## config.mk

```make
export PLATFORM = sky130hd
export DESIGN_NAME = i2s_tx_flat
export DESIGN_NICKNAME = d
export VERILOG_FILES = /design/src/rtl/audio_pkg.sv /design/src/rtl/i2s_tx_if.sv /design/src/rtl/i2s_bclk_gen.sv /design/src/rtl/i2s_tx.sv /design/src/flat_wrapper.sv
export SDC_FILE = /design/constraint.sdc
export NUM_CORES = 1
export LEC_CHECK = 0
export ABC_AREA = 1
export BUFFER_PORTS_ARGS = -buffer_cell sky130_fd_sc_hd__buf_2
export CORE_MARGIN = 5
export CORE_UTILIZATION = 52
export DETAILED_ROUTE_END_ITERATION = 6
export HOLD_SLACK_MARGIN = 0.03
export PLACE_DENSITY_LB_ADDON = 0.1
export RECOVER_POWER = 100
export SYNTH_ARGS = -nofsm -noshare
export SYNTH_HDL_FRONTEND = slang
export SYNTH_HIERARCHICAL = 1
export SYNTH_SLANG_ARGS = --single-unit
```

## constraint.sdc

```tcl
create_clock -name clock -period 2.61 [get_ports clock]
set_clock_uncertainty 0.2 [all_clocks]
set_input_delay 0.6525 -clock clock [delete_from_list [all_inputs] [get_ports clock]]
set_output_delay 0.6525 -clock clock [all_outputs]
set_load 0.02 [all_outputs]
```

## src/rtl/audio_pkg.sv

```systemverilog
// -----------------------------------------------------------------------------
// audio_pkg
// Shared audio definitions used by the I2S transmitter and its neighbours.
//   I2S_SAMPLE_W_DEFAULT  default bits per channel slot
//   I2S_BCLK_DIV_DEFAULT  default core clocks per BCLK half-period
//   slot_t                word-select encoding (SLOT_LEFT=0, SLOT_RIGHT=1)
//   stereo_sample_t       {left, right} pair at the default width
//   slot_of_idx()         which slot a frame bit index belongs to
// -----------------------------------------------------------------------------
package audio_pkg;

  localparam int I2S_SAMPLE_W_DEFAULT = 16;
  localparam int I2S_BCLK_DIV_DEFAULT = 2;

  typedef enum logic {
    SLOT_LEFT  = 1'b0,
    SLOT_RIGHT = 1'b1
  } slot_t;

  typedef struct packed {
    logic [I2S_SAMPLE_W_DEFAULT-1:0] left;
    logic [I2S_SAMPLE_W_DEFAULT-1:0] right;
  } stereo_sample_t;

  // The first half of a frame is the left slot, the second half the right slot
  function automatic slot_t slot_of_idx(input int idx, input int sample_w);
    return (idx >= sample_w) ? SLOT_RIGHT : SLOT_LEFT;
  endfunction

endpackage

```

## src/rtl/i2s_tx_if.sv

```systemverilog
// -----------------------------------------------------------------------------
// i2s_tx_if
// Sample handshake between a PCM producer and the I2S transmitter.
//   left_in, right_in  stereo pair, two's complement
//   sample_valid       producer has a pair on left_in/right_in
//   sample_ready       transmitter holding register is empty
// Modports: master = producer side, slave = transmitter side.
// -----------------------------------------------------------------------------
interface i2s_tx_if #(
  parameter int SAMPLE_W = audio_pkg::I2S_SAMPLE_W_DEFAULT
);

  logic [SAMPLE_W-1:0] left_in;
  logic [SAMPLE_W-1:0] right_in;
  logic                sample_valid;
  logic                sample_ready;

  modport master (
    output left_in,
    output right_in,
    output sample_valid,
    input  sample_ready
  );

  modport slave (
    input  left_in,
    input  right_in,
    input  sample_valid,
    output sample_ready
  );

endinterface

```

## src/rtl/i2s_bclk_gen.sv

```systemverilog
// -----------------------------------------------------------------------------
// i2s_bclk_gen
// Divides the core clock down to the I2S bit clock.
//   clock      core clock, posedge
//   reset      asynchronous, active-high
//   enable     low holds the divider cleared and bclk low
//   bclk       registered bit clock, toggles every BCLK_DIV enabled clocks
//   rise_tick  strobe in the clock where bclk goes 0->1
//   fall_tick  strobe in the clock where bclk goes 1->0
// The first tick after enable always raises bclk.
// -----------------------------------------------------------------------------
module i2s_bclk_gen #(
  parameter int BCLK_DIV = audio_pkg::I2S_BCLK_DIV_DEFAULT
) (
  input  logic clock,
  input  logic reset,
  input  logic enable,
  output logic bclk,
  output logic rise_tick,
  output logic fall_tick
);

  localparam int CNT_W = (BCLK_DIV > 1) ? $clog2(BCLK_DIV) : 1;
  localparam logic [CNT_W-1:0] CNT_LAST = CNT_W'(BCLK_DIV - 1);

  logic [CNT_W-1:0] div_cnt;
  logic             tick;

  // Strobes are combinational so the framing logic reacts in the same clock
  // that the bclk register toggles
  assign tick      = enable && (div_cnt == CNT_LAST);
  assign rise_tick = tick && !bclk;
  assign fall_tick = tick && bclk;

  // Divider counts enabled clocks; each terminal count toggles bclk.
  // Dropping enable returns everything to the reset state so a restart
  // begins with a full half-period followed by a rising edge.
  always_ff @(posedge clock or posedge reset) begin
    if (reset) begin
      div_cnt <= '0;
      bclk    <= 1'b0;
    end else if (!enable) begin
      div_cnt <= '0;
      bclk    <= 1'b0;
    end else if (tick) begin
      div_cnt <= '0;
      bclk    <= !bclk;
    end else begin
      div_cnt <= div_cnt + 1'b1;
    end
  end

endmodule

```

## src/rtl/i2s_tx.sv

```systemverilog
// -----------------------------------------------------------------------------
// i2s_tx
// I2S master transmitter. Accepts stereo PCM pairs over a valid/ready
// handshake, generates BCLK/LRCK from the core clock and shifts the samples
// out MSB first with the standard one-bit I2S delay.
//   clock            PLL core clock, posedge
//   reset            asynchronous, active-high
//   enable           tie to PLL locked; low idles with outputs at reset values
//   sample_if        slave side of i2s_tx_if (left_in, right_in,
//                    sample_valid, sample_ready)
//   bclk             registered bit clock
//   lrck             registered word select (0 left slot, 1 right slot)
//   sdata            registered serial data, changes with bclk 1->0
//   underflow        1-clock pulse when a frame starts with nothing held
//   underflow_count  [7:0] saturating underflow count, only when the macro
//                    I2S_TX_UNDERFLOW_CNT_EN is defined (cleared by reset only)
// -----------------------------------------------------------------------------
module i2s_tx
  import audio_pkg::*;
#(
  parameter int SAMPLE_W = I2S_SAMPLE_W_DEFAULT,
  parameter int BCLK_DIV = I2S_BCLK_DIV_DEFAULT
) (
  input  logic       clock,
  input  logic       reset,
  input  logic       enable,
  i2s_tx_if.slave    sample_if,
  output logic       bclk,
  output logic       lrck,
  output logic       sdata,
  output logic       underflow
`ifdef I2S_TX_UNDERFLOW_CNT_EN
  ,
  output logic [7:0] underflow_count
`endif
);

  localparam int FRAME_W = 2 * SAMPLE_W;
  localparam int IDX_W   = (FRAME_W > 1) ? $clog2(FRAME_W) : 1;
  localparam logic [IDX_W-1:0] IDX_LAST = IDX_W'(FRAME_W - 1);

  logic               bclk_rise;
  logic               bclk_fall;
  logic [IDX_W-1:0]   idx;
  logic [IDX_W-1:0]   idx_next;
  logic [FRAME_W-1:0] frame_q;
  logic [FRAME_W-1:0] hold_data;
  logic               hold_valid;
  logic               accept;
  logic               frame_load;

  i2s_bclk_gen #(
    .BCLK_DIV (BCLK_DIV)
  ) u_bclk_gen (
    .clock     (clock),
    .reset     (reset),
    .enable    (enable),
    .bclk      (bclk),
    .rise_tick (bclk_rise),
    .fall_tick (bclk_fall)
  );

  // The two strobes come from opposite bclk levels and can never coincide
  assert property (@(posedge clock) disable iff (reset) !(bclk_rise && bclk_fall));

  // Ready is simply "holding register empty", so it never depends on valid
  // in the same clock; a new pair is only taken while the transmitter runs
  assign sample_if.sample_ready = !hold_valid;
  assign accept     = enable && sample_if.sample_valid && !hold_valid;
  assign frame_load = bclk_fall && (idx == IDX_LAST);
  assign idx_next   = frame_load ? '0 : idx + 1'b1;

  // Framing: on every bclk falling edge the bit index advances and lrck and
  // sdata move with it. frame_q holds the whole {left,right} word and the
  // outgoing bit is picked by the old index, which yields the one-bit delay:
  // the bit sent at new index k is word bit FRAME_W-k, and at the wrap it is
  // bit 0 of the frame just finished (its right LSB) before the next word is
  // loaded from the holding register.
  always_ff @(posedge clock or posedge reset) begin
    if (reset) begin
      idx       <= '0;
      lrck      <= SLOT_LEFT;
      sdata     <= 1'b0;
      frame_q   <= '0;
      underflow <= 1'b0;
    end else if (!enable) begin
      idx       <= '0;
      lrck      <= SLOT_LEFT;
      sdata     <= 1'b0;
      frame_q   <= '0;
      underflow <= 1'b0;
    end else begin
      underflow <= 1'b0;
      if (bclk_fall) begin
        idx   <= idx_next;
        lrck  <= slot_of_idx(32'(idx_next), SAMPLE_W);
        sdata <= frame_q[IDX_LAST - idx];
        if (frame_load) begin
          frame_q   <= hold_valid ? hold_data : '0;
          underflow <= !hold_valid;
        end
      end
    end
  end

  // Holding register: one pair deep. A frame load frees it unless a new
  // pair is captured in that same clock, in which case it stays full.
  // Disabling drops whatever was held.
  always_ff @(posedge clock or posedge reset) begin
    if (reset) begin
      hold_valid <= 1'b0;
      hold_data  <= '0;
    end else if (!enable) begin
      hold_valid <= 1'b0;
      hold_data  <= '0;
    end else if (accept) begin
      hold_valid <= 1'b1;
      hold_data  <= {sample_if.left_in, sample_if.right_in};
    end else if (frame_load) begin
      hold_valid <= 1'b0;
    end
  end

`ifdef I2S_TX_UNDERFLOW_CNT_EN
  logic [7:0] underflow_cnt_q;

  // Saturating count of underflow pulses; survives enable drops so the
  // total starvation history is visible until the next reset
  always_ff @(posedge clock or posedge reset) begin
    if (reset) begin
      underflow_cnt_q <= 8'h00;
    end else if (underflow && (underflow_cnt_q != 8'hFF)) begin
      underflow_cnt_q <= underflow_cnt_q + 8'h01;
    end
  end

  assign underflow_count = underflow_cnt_q;
`endif

endmodule
```

## src/flat_wrapper.sv

```systemverilog
// flat-port wrapper written by rule: the top's interface ports become plain ports
module i2s_tx_flat import audio_pkg::*;
#(
  parameter int SAMPLE_W = I2S_SAMPLE_W_DEFAULT,
  parameter int BCLK_DIV = I2S_BCLK_DIV_DEFAULT
)
  (clock, reset, enable, bclk, lrck, sdata, underflow, sample_if_left_in, sample_if_right_in, sample_if_sample_valid, sample_if_sample_ready);
  i2s_tx_if #(.SAMPLE_W(SAMPLE_W)) sample_if_i ();
  input  logic clock;
  input  logic reset;
  input  logic enable;
  output logic bclk;
  output logic lrck;
  output logic sdata;
  output logic underflow;
  input wire logic [$bits(sample_if_i.left_in)-1:0] sample_if_left_in;
  input wire logic [$bits(sample_if_i.right_in)-1:0] sample_if_right_in;
  input wire logic [$bits(sample_if_i.sample_valid)-1:0] sample_if_sample_valid;
  output wire logic [$bits(sample_if_i.sample_ready)-1:0] sample_if_sample_ready;
  assign sample_if_i.left_in = sample_if_left_in;
  assign sample_if_i.right_in = sample_if_right_in;
  assign sample_if_i.sample_valid = sample_if_sample_valid;
  assign sample_if_sample_ready = sample_if_i.sample_ready;
  i2s_tx #(.SAMPLE_W(SAMPLE_W), .BCLK_DIV(BCLK_DIV)) u_core (.clock(clock), .reset(reset), .enable(enable), .sample_if(sample_if_i), .bclk(bclk), .lrck(lrck), .sdata(sdata), .underflow(underflow));
endmodule
```

Word-level counts from Yosys, hierarchy flattened --
Index checks and enable logic that the tools add are counted.
Cells by class: add/subtract/negate cells 3, magnitude comparators 2, equal/unequal tests 6, muxes and demuxes 26, reductions and logical operators 8
Operators with widths (count):
- $mux W32 | 6
- $mux W1 | 16
- $mux W5 | 3
- $ne A2 B1 Y1 const B | 4
- $lt A5 B6 Y1 const B | 1
- $add A5 B1 Y5 const B | 1
- $bmux W1 S5 | 1
- $eq A5 B5 Y1 const B | 1
- $ge A5 B5 Y1 const B | 1
- $logic_and A1 B1 Y1 | 5
- $sub A5 B5 Y5 const A | 1
- $ne A3 B1 Y1 const B | 1
- $logic_not A1 Y1 | 2
- $reduce_and A2 Y1 | 1
- $add A1 B1 Y1 const B | 1
Word-level totals: register bits after elaboration 75, output and inout bits 5, word-level logic and storage cells 54

Logic depth before layout (Yosys ltp) --
Gate-level depths: netlist of the first run.
depth after elaboration 8, depth in mapped cells 10, mapped depth without buffers 9

By module --
The synthesis of the first run kept the hierarchy.
By module, submodules not included:
- i2s_tx | instances 1, cells an instance 353, area each 3180.6 µm²
- i2s_bclk_gen | instances 1, cells an instance 13, area each 93.8 µm²

Least setup slack after synthesis of the first run --
OpenSTA, ideal clock, no wires.
kind input-to-reg, start input port enable, end register u_core.frame_q[0], setup time 126 ps, data arrival time 1461 ps, slack 823 ps, stages on the path 8, cell sequence nand2_1 > nor2_1 > nand2_1 > inv_2 > nor2_2 > inv_2 > buf_2 > o22ai_1
Between the ends: word-level cells in the longest chain between the ends 5, elaborated cells between the ends (all ways) 7, classes of those cells eq/ne (2); mux (1); reduce/logical (4)
RTL lines:
- from (decl) | RTL line flat_wrapper.sv:11 | input logic enable;
- $logic_and A1 B1 Y1 (*) | RTL line i2s_bclk_gen.sv:31 | assign tick = enable && (div_cnt == CNT_LAST);
- $logic_and A1 B1 Y1 (*) | RTL line i2s_bclk_gen.sv:33 | assign fall_tick = tick && bclk;
- via u_core.bclk_fall | RTL line i2s_tx.sv:43 | logic bclk_fall;
- $logic_and A1 B1 Y1 | RTL line i2s_tx.sv:70 | assign frame_load = bclk_fall && (idx == IDX_LAST);
- $ne A2 B1 Y1 (no line)
- $reduce_and A2 Y1 (no line) (*)
- to (signal assigned) | RTL line i2s_tx.sv:99 | frame_q <= hold_valid ? hold_data : '0;
- to (decl) | RTL line i2s_tx.sv:46 | logic [FRAME_W-1:0] frame_q;
Mark *: on every way through the listed nets, which the timed path passes. The rest lies on a longest branch. A chain may end at the register's enable or synchronous reset.

Final worst setup path of the first run --
start input port enable, end register u_core.idx[2]
Between the ends: word-level cells in the longest chain between the ends 6, elaborated cells between the ends (all ways) 7, classes of those cells eq/ne (1); mux (3); reduce/logical (3)
RTL lines:
- $logic_and A1 B1 Y1 | RTL line i2s_bclk_gen.sv:31
- $logic_and A1 B1 Y1 | RTL line i2s_bclk_gen.sv:33
- $logic_and A1 B1 Y1 | RTL line i2s_tx.sv:70
- $mux W5 | RTL line i2s_tx.sv:71 | assign idx_next = frame_load ? '0 : idx + 1'b1;
- $mux W5 | RTL line i2s_tx.sv:94 | if (bclk_fall) begin
- $mux W5 | RTL line i2s_tx.sv:86 | end else if (!enable) begin
- to (signal assigned) | RTL line i2s_tx.sv:95 | idx <= idx_next;
- to (decl) | RTL line i2s_tx.sv:44 | logic [IDX_W-1:0] idx;
Parallel ways exist; a longest one is shown, timed or not. The select of a mux whose other input is x is not followed.

==> run summary, run 1 <==
Placed Area: 3510 sq um
Worst reg-to-reg setup slack: 0.30 ns
Root buf cell: clkbuf_8
Syn_nets: 403
FF-to-FF End: u_core/frame_q[13]$_DFFE_PP0P_
Syn. warnings: 6
Bufs on Longest Clock Path: 2
WP data arrival: 2.39 ns
Peak VDD IR: 0.3876 mV
Final ANT Viol Nets: 0
Fin crit period: 2.331 ns
Crit path kind: in -> reg
ANT cells: 0
Vias in the first global route: 2428
Vias per cell: 5.120
Achievable clock frequency: 429.1 MHz
Clock tree sinks: 74
Worst Reg-to-Reg Cells: 8
Resize count post-CTS: 0
Worst R2R Start: u_core/idx[2]$_DFFE_PP0P_
Worst path cell trace: buf_2 -> clkbuf_2 -> inv_1 -> nor2_1 -> inv_2 -> nor3_1
Mapped Area: 3271 sq um
Slew HR: 0.3679
End point of the worst hold path: u_core/u_bclk_gen/div_cnt$_DFF_PP0_
Later-pin clock latency in the skew report: 0.34 ns
Final Instance Area: 3659 sq um
CTS clk-pin slew, worst paths: 0.08 ns
H-tree levels: 3
Core area: 6026 sq um
Filler Cell Count: 567
Residual DRC: 0
Number of top-level pins: 41
Unrepaired setup endpoints after global routing: false
Setup-failing EPs final: 0
Via count: 2483
Critical-path top delay cell: clkbuf_2
DRT iter0 DRCs: 146
Nets: 443
WP data required: 2.67 ns
Status: finished clean
Slowest stage delay, CP: 0.64 ns
Gate count of the mapped netlist: 365
Hold Fails Final Rpt: 0
Worst hold path startpoint: u_core/u_bclk_gen/div_cnt$_DFF_PP0_
DR pass1 iterations: 4
CTS Buf Count: 9
Pwr/cell area: 594.9 nW/um^2
Initial antenna violation count: 0
First-pass GRT wire length: 11070 um
Post-Syn Area per Cell: 8.961 sq um
Slew Limit Fails: 0
Max_cap viols: 0
CP Max Fanout: 41
Die width: 89.31 um
Overflow after GRT: 0
Pin count of the biggest net entering global routing: 73
# rows: 28
Most frequent cells in the layout: inv_1 (75), dfrtp_1 (74), nand3_1 (66), nand2_1 (38), o21ai_0 (35)
Commonest non-fill, non-tap cell in the layout: inv_1
Hold depth: 1
Routed WL: 6432 um
Hold crit path type: reg -> reg
Full die area: 7975 sq um
Startpoint types: input port
Fin crit share: 0.8930
Height of the chip: 89.31 um
Dpl hpwl: 4224 um
GRT Util Overall: 0.1800
Share of layout cells above drive strength 1: 0.1610
Setup TNS: 0 ns
RD Place Congestion: 0.8670
CTS tree: built
Worst setup EP type: flop
Worst slew pin tran: 0.9481 ns
I/O Buffers: 40
Leak pwr: 1.785 nW
Synthesis-to-finish area growth: 11.86%
Per-cell routed wire length: 13.26 um
Initial Util: 0.5428
==> registers in the layout, indices dropped and copies added, names as in the netlist <==
signal,cells
u_core/underflow,1
u_core/u_bclk_gen/bclk,1
u_core/hold_valid,1
u_core/u_bclk_gen/div_cnt,1
u_core/lrck,1
u_core/sdata,1
u_core/frame_q,32
u_core/idx,4
u_core/hold_data,32
==> worst max-delay path by stage <==
stage                                                to  depth (start not counted)                 startpoint  slack [ns]
after CTS                 u_core/hold_valid$_DFFE_PP0P_                          8  u_core/idx[2]$_DFFE_PP0P_        0.35
after global placement    u_core/hold_valid$_DFFE_PP0P_                          8                     enable        0.35
final                         u_core/idx[2]$_DFFE_PP0P_                          6                     enable        0.28
after detailed placement  u_core/hold_valid$_DFFE_PP0P_                          8                     enable        0.29
after floorplan           u_core/frame_q[0]$_DFFE_PP0P_                          8                     enable        0.82
after global routing      u_core/hold_valid$_DFFE_PP0P_                          6                     enable        0.11
==> stage by stage <==
step / hold slack, ns / instances / total power, mW / setup slack (ns) / util
final: 0.2952 / 485 / 2.177 / 0.2793 / 0.6071
after floorplan: 0.1937 / 365 / 1.372 / 0.8231 / -
after global routing: 0.3306 / 485 / 2.282 / 0.1058 / 0.6071
after detailed placement: 0.2700 / 468 / 1.435 / 0.2901 / 0.5824
after CTS: 0.2978 / 485 / 2.216 / 0.3450 / 0.6125
after global placement: 0.2683 / 468 / 1.429 / 0.3508 / 0.5824
==> report_power, final <==
part | switching, mW | leakage [nW] | internal, mW | total (mW)
registers | 0.0154 | 0.999 | 1.19 | 1.21
logic | 0.126 | 0.700 | 0.0605 | 0.187
clock network | 0.414 | 0.0851 | 0.366 | 0.780
total | 0.556 | 1.78 | 1.62 | 2.18
==> cell type report <==
cell class / instances / area, sq um / share of cell area
Tap cell: 75 / 93.84 / 0.02565
Inverter: 80 / 309.0 / 0.08447
Timing Repair Buffer: 49 / 257.7 / 0.07045
Clock inverter: 5 / 30.03 / 0.008208
Sequential cell: 74 / 1852 / 0.5062
Clock buffer: 11 / 141.4 / 0.03865
Multi-Input combinational cell: 191 / 974.7 / 0.2664
==> what timing repair did <==
item                      in CTS  in global routing
setup buffers                  0                  0
hold endpoints to repair       2                  0
hold buffers                   1                  0
==> metal layers <==
metal,track usage,routed length [um],vias to the layer above
met3,0.04332,272,10
li1,-,-,1271
met2,0.2746,2919,45
met5,0,0,-
met4,0.07713,106,0
met1,0.2467,3134,1157
==> worst max-delay path: cells and delay by family <==
| kind | cells | cell delay [ns] |
|---|---|---|
| AND/OR/NAND/NOR | 2 | 0.53 |
| buffers and inverters | 4 | 1.20 |
Note: power is estimated with default switching activity, not from simulation.
==> run 2, diff against run 1 <==
--- a/config.mk
+++ b/config.mk
@@ -10,8 +10,9 @@
 export CORE_MARGIN = 5
 export CORE_UTILIZATION = 52
 export DETAILED_ROUTE_END_ITERATION = 6
-export HOLD_SLACK_MARGIN = 0.03
-export PLACE_DENSITY_LB_ADDON = 0.1
+export GPL_TIMING_DRIVEN = 1
+export HOLD_SLACK_MARGIN = 0.1
+export PLACE_DENSITY_LB_ADDON = 0.2
 export RECOVER_POWER = 100
 export SYNTH_ARGS = -nofsm -noshare
 export SYNTH_HDL_FRONTEND = slang
==> run 2 against run 1 <==
- wire length grew 1.6%
- via count shrank 0.36%
- highest routed layer unchanged
- fmax grew 0.99%
- critical endpoint is now u_core/frame_q[23]$_DFFE_PP0P_
- largest cell class unchanged
- first-iteration DRC count is 6.8% higher
- cell count is 0.21% lower
- utilization increased by 0.58 points
- total power rose by 6.1%
- count of clock-buffer cells in the layout increased by 2
==> run summary, run 2 (synthesized netlist as in run 1, its figures left out) <==
Bufs on Longest Clock Path: 2 (unchanged)
CTS Buf Count: 9 (unchanged)
Area of the multi-input gates: 977.2 sq um (was 974.7 sq um)
Overflow after GRT: 0 (unchanged)
Switching pwr: 0.5413 mW (was 0.5562 mW)
# rows: 28 (unchanged)
Sw frac: 0.2343 (was 0.2555)
Slew HR: 0.3658 (was 0.3679)
Most frequent cells in the layout: inv_1 (75), dfrtp_1 (74), nand3_1 (66), nand2_1 (38), o21ai_0 (35) (unchanged)
Achievable clock frequency: 433.3 MHz (was 429.1 MHz)
Setup-failing EPs final: 0 (unchanged)
CTS clk-pin slew, worst paths: 0.07 ns (was 0.08 ns)
Hold Fails Final Rpt: 0 (unchanged)
DRT iter0 DRCs: 156 (was 146)
Worst setup EP type: flop (unchanged)
Clock tree sinks: 74 (unchanged)
Status: finished clean (unchanged)
Nets: 443 (unchanged)
H-tree levels: 3 (unchanged)
CTS tree: built (unchanged)
Routed WL: 6538 um (was 6432 um)
RD Place Congestion: 0.8713 (was 0.8670)
WP data arrival: 2.29 ns (was 2.39 ns)
Fin crit share: 0.8842 (was 0.8930)
Root buf cell: clkbuf_8 (unchanged)
DR pass1 iterations: 4 (unchanged)
Worst path cell trace: inv_1 -> nor3_1 -> ha_1 -> nand2_1 -> inv_1 -> nor2_2 -> inv_2 -> o22ai_1 (was buf_2 -> clkbuf_2 -> inv_1 -> nor2_1 -> inv_2 -> nor3_1)
Filler Cell Count: 548 (was 567)
Met3 Use GR: 0.04147 (was 0.04332)
Vias per cell: 5.112 (was 5.120)
Commonest non-fill, non-tap cell in the layout: inv_1 (unchanged)
Synthesis-to-finish area growth: 12.93% (was 11.86%)
Leak pwr: 1.805 nW (was 1.785 nW)
Clk pwr share: 0.395 (was 0.359)
WP data required: 2.59 ns (was 2.67 ns)
Post-CTS setup buffer count: 0 (unchanged)
Setup TNS: 0 ns (unchanged)
Met2 usage: 0.2746 (unchanged)
Crit path kind: reg -> reg (was in -> reg)
GRT Util Overall: 0.1825 (was 0.1800)
Final ANT Viol Nets: 0 (unchanged)
Share of layout cells above drive strength 1: 0.1614 (was 0.1610)
Per-cell routed wire length: 13.51 um (was 13.26 um)
I/O Buffers: 40 (unchanged)
Initial antenna violation count: 0 (unchanged)
P_int: 1.769 mW (was 1.620 mW)
Pwr/cell area: 625.5 nW/um^2 (was 594.9 nW/um^2)
ANT cells: 0 (unchanged)
Setup WS pre-CTS: 0.3005 ns (was 0.2901 ns)
Register area: 1852 sq um (unchanged)
Residual DRC: 0 (unchanged)
First-pass GRT wire length: 11170 um (was 11070 um)
Crit-path leading delay family: buffers and inverters (unchanged)
CP Max Fanout: 33 (was 41)
Buf/Inv on CP: 3 (was 4)
Startpoint types: flop (was input port)
Height of the chip: 89.31 um (unchanged)
Top Usage Layer GRT: met2 (unchanged)
Via count: 2474 (was 2483)
Die width: 89.31 um (unchanged)
Later-pin clock latency in the skew report: 0.34 ns (about the same)
Pin count of the biggest net entering global routing: 73 (unchanged)
Combinational share of power: 0.081 (was 0.086)
Initial Util: 0.5428 (unchanged)
Fin crit period: 2.308 ns (was 2.331 ns)
Hold crit path type: reg -> reg (unchanged)
Vias in the first global route: 2429 (was 2428)
Dpl hpwl: 4228 um (was 4224 um)
Slowest stage delay, CP: 0.48 ns (was 0.64 ns)
Number of top-level pins: 41 (unchanged)
Unrepaired setup endpoints after global routing: false (unchanged)
Max_cap viols: 0 (unchanged)
Full die area: 7975 sq um (unchanged)
Worst slew pin tran: 0.9513 ns (was 0.9481 ns)
Met1 Resource Use GR: 0.2581 (was 0.2467)
Core area: 6026 sq um (unchanged)
Register share of total power: 0.524 (was 0.556)
Critical-path top delay cell: dfrtp_1 (was clkbuf_2)
Largest regs: u_core/frame_q (32), u_core/hold_data (32), u_core/idx (4) (unchanged)
Peak VDD IR: 0.3677 mV (was 0.3876 mV)
Final Worst Setup Slack: 0.3022 ns (was 0.2793 ns)
Slew Limit Fails: 0 (unchanged)
Most frequent CP cell: inv_1
run 2: cell types whose count changed in the layout (fill, tap and decap cells not counted), sizes merged:
cell      change
clkinv        -2
clkbuf        +2
clkinvlp      -2
bufinv        +1
run 2: final cells by class:
class | instances | area share
flip-flops and latches | 74 | 0.5014
multi-input cells | 191 | 0.2646
inverters | 80 | 0.08367
repair buffers | 49 | 0.06978
clock buffers | 13 | 0.04573
well taps | 75 | 0.02541
clock inverters | 2 | 0.009485
run 2: what timing repair did:
item | CTS | global route
resized for setup | 0 | 0
hold endpoints to repair | 2 | 0
hold buffers | 1 | 0
run 2: path summary, 6_finish.rpt:
path / start / endpoint / slack [ns] / cells after the start
setup / recovery: u_core/idx[2]$_DFFE_PP0P_ / u_core/frame_q[23]$_DFFE_PP0P_ / 0.30 / 8
hold / removal: u_core/u_bclk_gen/div_cnt$_DFF_PP0_ / u_core/u_bclk_gen/div_cnt$_DFF_PP0_ / 0.30 / 1
setup reg to reg: u_core/idx[2]$_DFFE_PP0P_ / u_core/frame_q[23]$_DFFE_PP0P_ / 0.30 / 8
hold reg to reg: u_core/u_bclk_gen/div_cnt$_DFF_PP0_ / u_core/u_bclk_gen/div_cnt$_DFF_PP0_ / 0.30 / 1
max in group asynchronous: reset / u_core/underflow$_DFF_PP0_ / 0.57 / 4
min in group asynchronous: reset / u_core/u_bclk_gen/div_cnt$_DFF_PP0_ / 0.54 / 3
run 2: per-stage QoR:
step	util	hold slack [ns]	cell area [sq um]	power (mW)	cells
after detailed placement	0.5824	0.2787	3510	1.434	468
after floorplan	-	0.1937	3274	1.372	365
after CTS	0.6179	0.2971	3724	2.346	484
after global placement	0.5824	0.2677	3510	1.429	468
after global routing	0.6130	0.3207	3694	2.411	484
final	0.6130	0.2999	3694	2.310	484
run 2: metal layers:
layer  up-vias  share of wire  wire [um]
met5         -              0          0
met4         0          0.012         78
met3         9          0.042        275
met2        40           0.45       2950
met1      1155           0.49       3234
li1       1270              -          -
run 2: power groups by stage:
| stage | clock network (mW) | logic (mW) | registers [mW] |
|---|---|---|---|
| global placement | 0 | 0.199 | 1.23 |
| floorplan | 0 | 0.142 | 1.23 |
| detailed placement | 0 | 0.202 | 1.23 |
| global route | 0.979 | 0.218 | 1.21 |
| finish | 0.913 | 0.188 | 1.21 |
| CTS | 0.931 | 0.205 | 1.21 |
